===== config.mk =====
export PLATFORM = sky130hd
export DESIGN_NAME = esteira_sequencer
export DESIGN_NICKNAME = d
export VERILOG_FILES = /design/src/rtl/esteira_pkg.sv /design/src/rtl/esteira_fifo.sv /design/src/rtl/esteira_sequencer.sv
export SDC_FILE = /design/constraint.sdc
export NUM_CORES = 1
export LEC_CHECK = 0
export BUFFER_PORTS_ARGS = -buffer_cell sky130_fd_sc_hd__buf_4
export CORE_UTILIZATION = 50
export CTS_BUF_LIST = sky130_fd_sc_hd__clkbuf_16
export DETAILED_ROUTE_END_ITERATION = 7
export PLACE_DENSITY = 0.81
export SETUP_SLACK_MARGIN = 0.05
export SYNTH_ARGS = -nofsm -noshare
export SYNTH_HDL_FRONTEND = slang
export SYNTH_SLANG_ARGS = --single-unit

===== constraint.sdc =====
create_clock -name CLOCK_50 -period 2.8 [get_ports CLOCK_50]
set_clock_uncertainty 0.2 [all_clocks]
set_input_delay 0.28 -clock CLOCK_50 [delete_from_list [all_inputs] [get_ports CLOCK_50]]
set_output_delay 0.28 -clock CLOCK_50 [all_outputs]
set_load 0.01 [all_outputs]

===== src/rtl/esteira_pkg.sv =====
// Shared types and constants for the conveyor production-line sequencer.
package esteira_pkg;

    typedef enum logic [1:0] {
        IDLE,
        LOAD,
        MOVE,
        UNLOAD
    } state_t;

    localparam int                CODE_W       = 4;
    localparam logic [CODE_W-1:0] INVALID_CODE = '0;
    localparam int                DONE_MAX     = 99;

endpackage


===== src/rtl/esteira_fifo.sv =====
// Product-code queue: synchronous FIFO with first-word-fall-through read.
module esteira_fifo
    import esteira_pkg::*;
#(
    parameter int QDEPTH = 8
) (
    input  logic                      clk,
    input  logic                      rst,
    input  logic                      i_push,
    input  logic                      i_pop,
    input  logic [CODE_W-1:0]         i_data,
    output logic [CODE_W-1:0]         o_data,
    output logic                      o_full,
    output logic                      o_empty,
    output logic [$clog2(QDEPTH):0]   o_count
);

    localparam int AW = $clog2(QDEPTH);
    localparam int CW = AW + 1;

    logic [CODE_W-1:0] r_mem [QDEPTH];
    logic [AW-1:0]     r_wr_ptr;
    logic [AW-1:0]     r_rd_ptr;
    logic [CW-1:0]     r_count;

    logic w_do_push;
    logic w_do_pop;

    assign o_full    = (r_count == CW'(QDEPTH));
    assign o_empty   = (r_count == '0);
    assign o_count   = r_count;
    assign o_data    = r_mem[r_rd_ptr];

    // A push into a full queue is allowed when the head leaves in the same cycle.
    assign w_do_push = i_push && (!o_full || i_pop);
    assign w_do_pop  = i_pop && !o_empty;

    always_ff @(posedge clk) begin
        if (rst) begin
            r_wr_ptr <= '0;
            r_rd_ptr <= '0;
            r_count  <= '0;
        end else begin
            if (w_do_push) r_wr_ptr <= r_wr_ptr + AW'(1);
            if (w_do_pop)  r_rd_ptr <= r_rd_ptr + AW'(1);
            case ({w_do_push, w_do_pop})
                2'b10:   r_count <= r_count + CW'(1);
                2'b01:   r_count <= r_count - CW'(1);
                default: r_count <= r_count;
            endcase
        end
    end

    always_ff @(posedge clk) begin
        if (w_do_push) r_mem[r_wr_ptr] <= i_data;
    end

endmodule


===== src/rtl/esteira_sequencer.sv =====
// Conveyor sequencer: queues product codes and walks each one across the
// station LEDs at a fixed tick rate, tracking completions and batch end.
module esteira_sequencer
    import esteira_pkg::*;
#(
    parameter int TICK_DIV  = 25000000,
    parameter int QDEPTH    = 8,
    parameter int NSTATIONS = 10
) (
    input  logic                      CLOCK_50,
    input  logic                      RESET,
    input  logic [CODE_W-1:0]         item_code,
    input  logic                      reg_sw,
    input  logic                      prod_sw,
    input  logic                      hold_sw,
    output logic [NSTATIONS-1:0]      station_leds,
    output logic [CODE_W-1:0]         cur_code,
    output logic                      busy,
    output logic                      fim,
    output logic [6:0]                done_count,
    output logic [$clog2(QDEPTH):0]   queue_count,
    output logic                      err
);

    localparam int TW = $clog2(TICK_DIV);

    state_t            r_state;
    state_t            w_next_state;
    logic              r_reg_q;
    logic [TW-1:0]     r_tick;

    logic              w_push_req;
    logic              w_push_accept;
    logic              w_pop;
    logic              w_full;
    logic              w_empty;
    logic [CODE_W-1:0] w_head;
    logic              w_tick_wrap;
    logic              w_at_end;

    logic [NSTATIONS-1:0] w_leds_n;
    logic [CODE_W-1:0]    w_code_n;
    logic [6:0]           w_done_n;
    logic [TW-1:0]        w_tick_n;
    logic                 w_fim_n;
    logic                 w_err_n;
    logic                 w_busy_n;

    assign w_push_req    = reg_sw && !r_reg_q;
    assign w_pop         = (r_state == LOAD);
    assign w_push_accept = w_push_req && (item_code != INVALID_CODE) && (!w_full || w_pop);
    assign w_tick_wrap   = (r_tick == TW'(TICK_DIV - 1));
    assign w_at_end      = station_leds[NSTATIONS-1];

    esteira_fifo #(
        .QDEPTH (QDEPTH)
    ) u_fifo (
        .clk     (CLOCK_50),
        .rst     (RESET),
        .i_push  (w_push_accept),
        .i_pop   (w_pop),
        .i_data  (item_code),
        .o_data  (w_head),
        .o_full  (w_full),
        .o_empty (w_empty),
        .o_count (queue_count)
    );

    always_ff @(posedge CLOCK_50) begin
        if (RESET) r_state <= IDLE;
        else       r_state <= w_next_state;
    end

    always_comb begin
        w_next_state = r_state;
        case (r_state)
            IDLE:    if (prod_sw && !w_empty) w_next_state = LOAD;
            LOAD:    w_next_state = MOVE;
            MOVE:    if (!hold_sw && w_tick_wrap && w_at_end) w_next_state = UNLOAD;
            UNLOAD:  w_next_state = (prod_sw && !w_empty) ? LOAD : IDLE;
            default: w_next_state = IDLE;
        endcase
    end

    always_comb begin
        w_leds_n = station_leds;
        w_code_n = cur_code;
        w_done_n = done_count;
        w_tick_n = r_tick;
        w_fim_n  = fim;
        w_err_n  = err;
        w_busy_n = (w_next_state != IDLE);
        case (r_state)
            LOAD: begin
                w_code_n = w_head;
                w_leds_n = NSTATIONS'(1);
                w_tick_n = '0;
            end
            MOVE: begin
                if (!hold_sw) begin
                    w_tick_n = w_tick_wrap ? '0 : r_tick + TW'(1);
                    if (w_tick_wrap && !w_at_end) w_leds_n = station_leds << 1;
                end
            end
            UNLOAD: begin
                w_leds_n = '0;
                w_code_n = '0;
                if (done_count < 7'(DONE_MAX)) w_done_n = done_count + 7'd1;
                if (w_next_state == IDLE && w_empty) w_fim_n = 1'b1;
            end
            default: ;
        endcase
        // An accepted push reopens the batch even if it coincides with its end.
        if (w_push_accept)   w_fim_n = 1'b0;
        else if (w_push_req) w_err_n = 1'b1;
    end

    always_ff @(posedge CLOCK_50) begin
        if (RESET) begin
            r_reg_q      <= 1'b0;
            r_tick       <= '0;
            station_leds <= '0;
            cur_code     <= '0;
            busy         <= 1'b0;
            fim          <= 1'b0;
            done_count   <= '0;
            err          <= 1'b0;
        end else begin
            r_reg_q      <= reg_sw;
            r_tick       <= w_tick_n;
            station_leds <= w_leds_n;
            cur_code     <= w_code_n;
            busy         <= w_busy_n;
            fim          <= w_fim_n;
            done_count   <= w_done_n;
            err          <= w_err_n;
        end
    end

endmodule


==> flow_summary.rst <==
.. list-table::
   :header-rows: 1

   * - Metric
     - Value
   * - Post-synthesis to final-layout area growth
     - 17.96%
   * - Proportion of synthesized area in mux cells
     - 6.138%
   * - Adder-Cell Fraction of Synth Area
     - 3.581%
   * - DR iter-0 viols
     - 244
   * - Crit path setup slack, layout
     - 0.1411 ns
   * - Vias after detailed routing
     - 3438
   * - Proportion of layout cells with a drive suffix above 1
     - 18.38%
   * - Tot GR Track Use
     - 21.92%
   * - Insertion delay of the later-clocked pin in the worst-skew pair
     - 0.35 ns
   * - Synth Area in Compound Gates
     - 11.65%
   * - RSZ-0062 raised after global routing
     - true
   * - Minimum period implied by the final worst setup slack
     - 2.659 ns
   * - Total of warnings raised by yosys
     - 0
   * - CTS sink count
     - 97
   * - Max-cap violations
     - 0
   * - Buffer depth of the longest clock path
     - 2
   * - Fmax achieved
     - 376.1 MHz
   * - Final weighted congestion of routability-driven global placement
     - 0.8228
   * - Dominant cell by count in the synthesized netlist
     - sky130_fd_sc_hd__dfxtp_1
   * - Crit. End Element
     - flip-flop
   * - Largest cells by area after synthesis
     - sky130_fd_sc_hd__dfxtp_1 30%, sky130_fd_sc_hd__edfxtp_1 22%, sky130_fd_sc_hd__mux4_2 4.1%
   * - Area share of the leading cell type in the synthesized netlist
     - 29.55%
   * - Number of endpoints with negative hold slack in the final report
     - 0
   * - Status
     - completed
   * - Yosys cell types
     - 52
   * - Horizontal die dimension
     - 95.84 um
   * - Number of buffers added on ports
     - 36
   * - Layout Cells excl Fill
     - 573
   * - Antenna violations before repair
     - 0
   * - Dominant register cell in the synthesized netlist
     - sky130_fd_sc_hd__dfxtp_1
   * - Count of flip-flops with a built-in enable after synthesis
     - 32
   * - Aggregate negative setup slack
     - 0 ns
   * - Leakage power total
     - 1.823 nW
   * - Total power divided by cell area
     - 614.3 nW/um^2
   * - Worst Path Required
     - 2.57 ns
   * - Starting Density
     - 52.53%
   * - Clock edge transition at the registers on the reported setup and hold paths
     - 0.07 ns
   * - Simple-Gate Fraction of Synth Area
     - 21.11%
   * - Highest ir drop seen on vdd
     - 0.4387 mV
   * - Vertical die dimension
     - 95.84 um
   * - Crit path launch type
     - flip-flop
   * - Asr flop ratio synth
     - 0%
   * - Data arrival time of the critical path
     - 2.43 ns
   * - Post-route clock period utilization
     - 94.96%
   * - First-pass iteration count of the detailed router
     - 4
   * - Net count after synthesis
     - 438
   * - Dominant combinational cell family by area after synthesis
     - simple AND/OR/NAND/NOR gates
   * - H-tree depth
     - 3
   * - Detailed-route wire length
     - 9.367 mm
   * - Global-route wire length before repair
     - 15.28 mm
   * - Sequential fraction of the synthesis area
     - 51.38%
   * - Max transition margin
     - 39.29%
   * - Top cell types by occurrence after synthesis
     - 65 x sky130_fd_sc_hd__dfxtp_1, 44 x sky130_fd_sc_hd__nor2_1, 32 x sky130_fd_sc_hd__edfxtp_1, 29 x sky130_fd_sc_hd__nand2_1, 24 x sky130_fd_sc_hd__nand3_1
   * - Post-placement worst setup slack
     - 0.04862 ns
   * - Count of antenna diodes in the layout
     - 0
   * - Post-synthesis area per instance
     - 10.56 um^2
   * - Critical path cell sequence
     - inv_1, ha_2, inv_1, a311oi_4, buf_4, buf_4, nand2b_1, nor3b_1
   * - Number of rows in the core area
     - 33
   * - Worst Hold Class
     - in -> reg
   * - I/O pin total
     - 37
   * - Post-synthesis instance total
     - 417
   * - Synth area leader
     - sky130_fd_sc_hd__dfxtp_1
   * - Count of endpoints failing setup in the final report
     - 0
   * - Die ar.
     - 9185 um^2
   * - CTS tree
     - yes
   * - Number of nets at the end of the flow
     - 484
   * - Routed length per placed instance
     - 16.35 um
   * - Total Power Consumption
     - 3.190 mW
   * - Via count of the first global-routing pass
     - 3100
   * - Critical setup path kind
     - reg -> reg
   * - Largest net degree at the start of global routing
     - 48
   * - Final instance area
     - 5194 um^2
   * - Delay of the slowest cell on the worst path
     - 0.75 ns
   * - Post-route DRC violation count
     - 0
   * - Routed via count divided by cell count
     - 6.000
   * - Flip-flop and latch count after synthesis
     - 97
   * - Syn Std Cell Area
     - 4403 um^2
   * - CP max FO
     - 7
   * - Post-detail-place hpwl
     - 6.279 mm
   * - Area after DPL
     - 4812 um^2
   * - XOR/XNOR Fraction of Synth Area
     - 2.984%
   * - Measured slew at the worst slew-check pin
     - 0.9087 ns
   * - Max-slew violations
     - 0
   * - Floorplan core area
     - 8382 um^2
   * - Number of routed nets with antenna violations
     - 0
   * - Total grt overflow
     - 0
   * - CTS root buffer
     - sky130_fd_sc_hd__clkbuf_16
   * - Instance count after placement with tap cells included
     - 551
   * - Inserted Clock Buffers
     - 9
   * - Standard cell with the maximum stage delay on the critical path
     - sky130_fd_sc_hd__nor3b_1
flip-flops by register name, summed over array words and instances, names as in the netlist, named ones only:
signal / flops
r_reg_q: 1
cur_code: 4
u_fifo.r_rd_ptr: 3
r_state: 2
busy: 1
r_tick: 25
err: 1
u_fifo.r_wr_ptr: 3
done_count: 7
u_fifo.r_mem: 32
u_fifo.o_count: 4
fim: 1
station_leds: 10
layout make-up:
| cell class | count | area (um^2) |
|---|---|---|
| inverter | 12 | 45.04 |
| multi-input combinational | 289 | 2028 |
| sequential | 97 | 2263 |
| clock inverter | 7 | 82.58 |
| tap | 105 | 131.4 |
| timing repair buffer | 54 | 417.9 |
| clock buffer | 9 | 225.2 |
| fill | 675 | 3188 |
stage by stage:
stage	utilization [%]	hold WS, ns
3_5_place_dp	57.41	0.2540
6_report	61.96	0.1818
2_1_floorplan	-	0.1789
4_1_cts	61.68	0.1716
3_3_place_gp	57.41	0.2491
5_1_grt	61.96	0.2049
final timing paths:
kind         startpoint            endpoint  slack (ns)  cells after the start
max          r_state[1]  u_fifo.r_mem[1][2]        0.14                      8
min               RESET       done_count[0]        0.18                      2
max reg2reg  r_state[1]  u_fifo.r_mem[1][2]        0.14                      8
min reg2reg  r_tick[21]          r_tick[21]        0.26                      1
cell families (layout without fill, tap and decap cells):
| logic type | count (synthesis) | count (layout) |
|---|---|---|
| simple gates | 165 | 165 |
| fa+ha+maj | 12 | 12 |
| flops | 97 | 97 |
| buf+inv | 31 | 82 |
| compound gates | 80 | 80 |
| xor+xnor | 15 | 15 |
| mux | 17 | 17 |
metal layers:
layer,vias up,global-route usage (%),wire length [um]
li1,1655,-,-
met1,1684,28.18,4166
met2,82,36.67,4669
met3,17,3.870,355
met4,0,8.706,176
met5,-,0,0
timing repair:
action | in CTS | in global routing
endpoints found under the setup margin | 0 | 1
gates resized for setup | 0 | 5
buffers inserted | 0 | 1
hold endpoints to repair | 33 | 0
hold buffers | 5 | 0
cells in the final DEF, fill, tap and decap left out, types with 5 or more instances in the layout:
master,instances
sky130_fd_sc_hd__ha_1,9
sky130_fd_sc_hd__nand4bb_1,8
sky130_fd_sc_hd__mux2i_1,9
sky130_fd_sc_hd__a21oi_1,21
sky130_fd_sc_hd__edfxtp_1,32
sky130_fd_sc_hd__o21ai_0,14
sky130_fd_sc_hd__and2_1,5
sky130_fd_sc_hd__nand4_1,5
sky130_fd_sc_hd__buf_4,49
sky130_fd_sc_hd__nor3_1,7
sky130_fd_sc_hd__a31oi_1,20
sky130_fd_sc_hd__xnor2_1,8
sky130_fd_sc_hd__mux4_2,8
sky130_fd_sc_hd__inv_1,12
sky130_fd_sc_hd__a2111oi_0,5
sky130_fd_sc_hd__and4_1,8
sky130_fd_sc_hd__dlygate4sd3_1,5
sky130_fd_sc_hd__xor2_1,7
sky130_fd_sc_hd__and3_1,5
sky130_fd_sc_hd__dfxtp_1,64
sky130_fd_sc_hd__nor2_1,44
sky130_fd_sc_hd__nand2_1,29
sky130_fd_sc_hd__nand3_1,24
sky130_fd_sc_hd__clkbuf_16,9
sky130_fd_sc_hd__nand2b_1,7
power by group:
group          switching, mW  internal, mW
logic                  0.230         0.177
registers             0.0463          1.50
clock network          0.595         0.640
total                  0.872          2.32
worst max-delay path, delay by kind of cell (launching register included):
family                     cells  cell delay, ns
adders and majority gates      1            0.20
AOI/OAI and AO/OA              1            0.23
and+or+nand+nor                2            0.86
buffers and inverters          4            0.46
DFF                            1            0.33
Power figures use the tool's default switching activity.
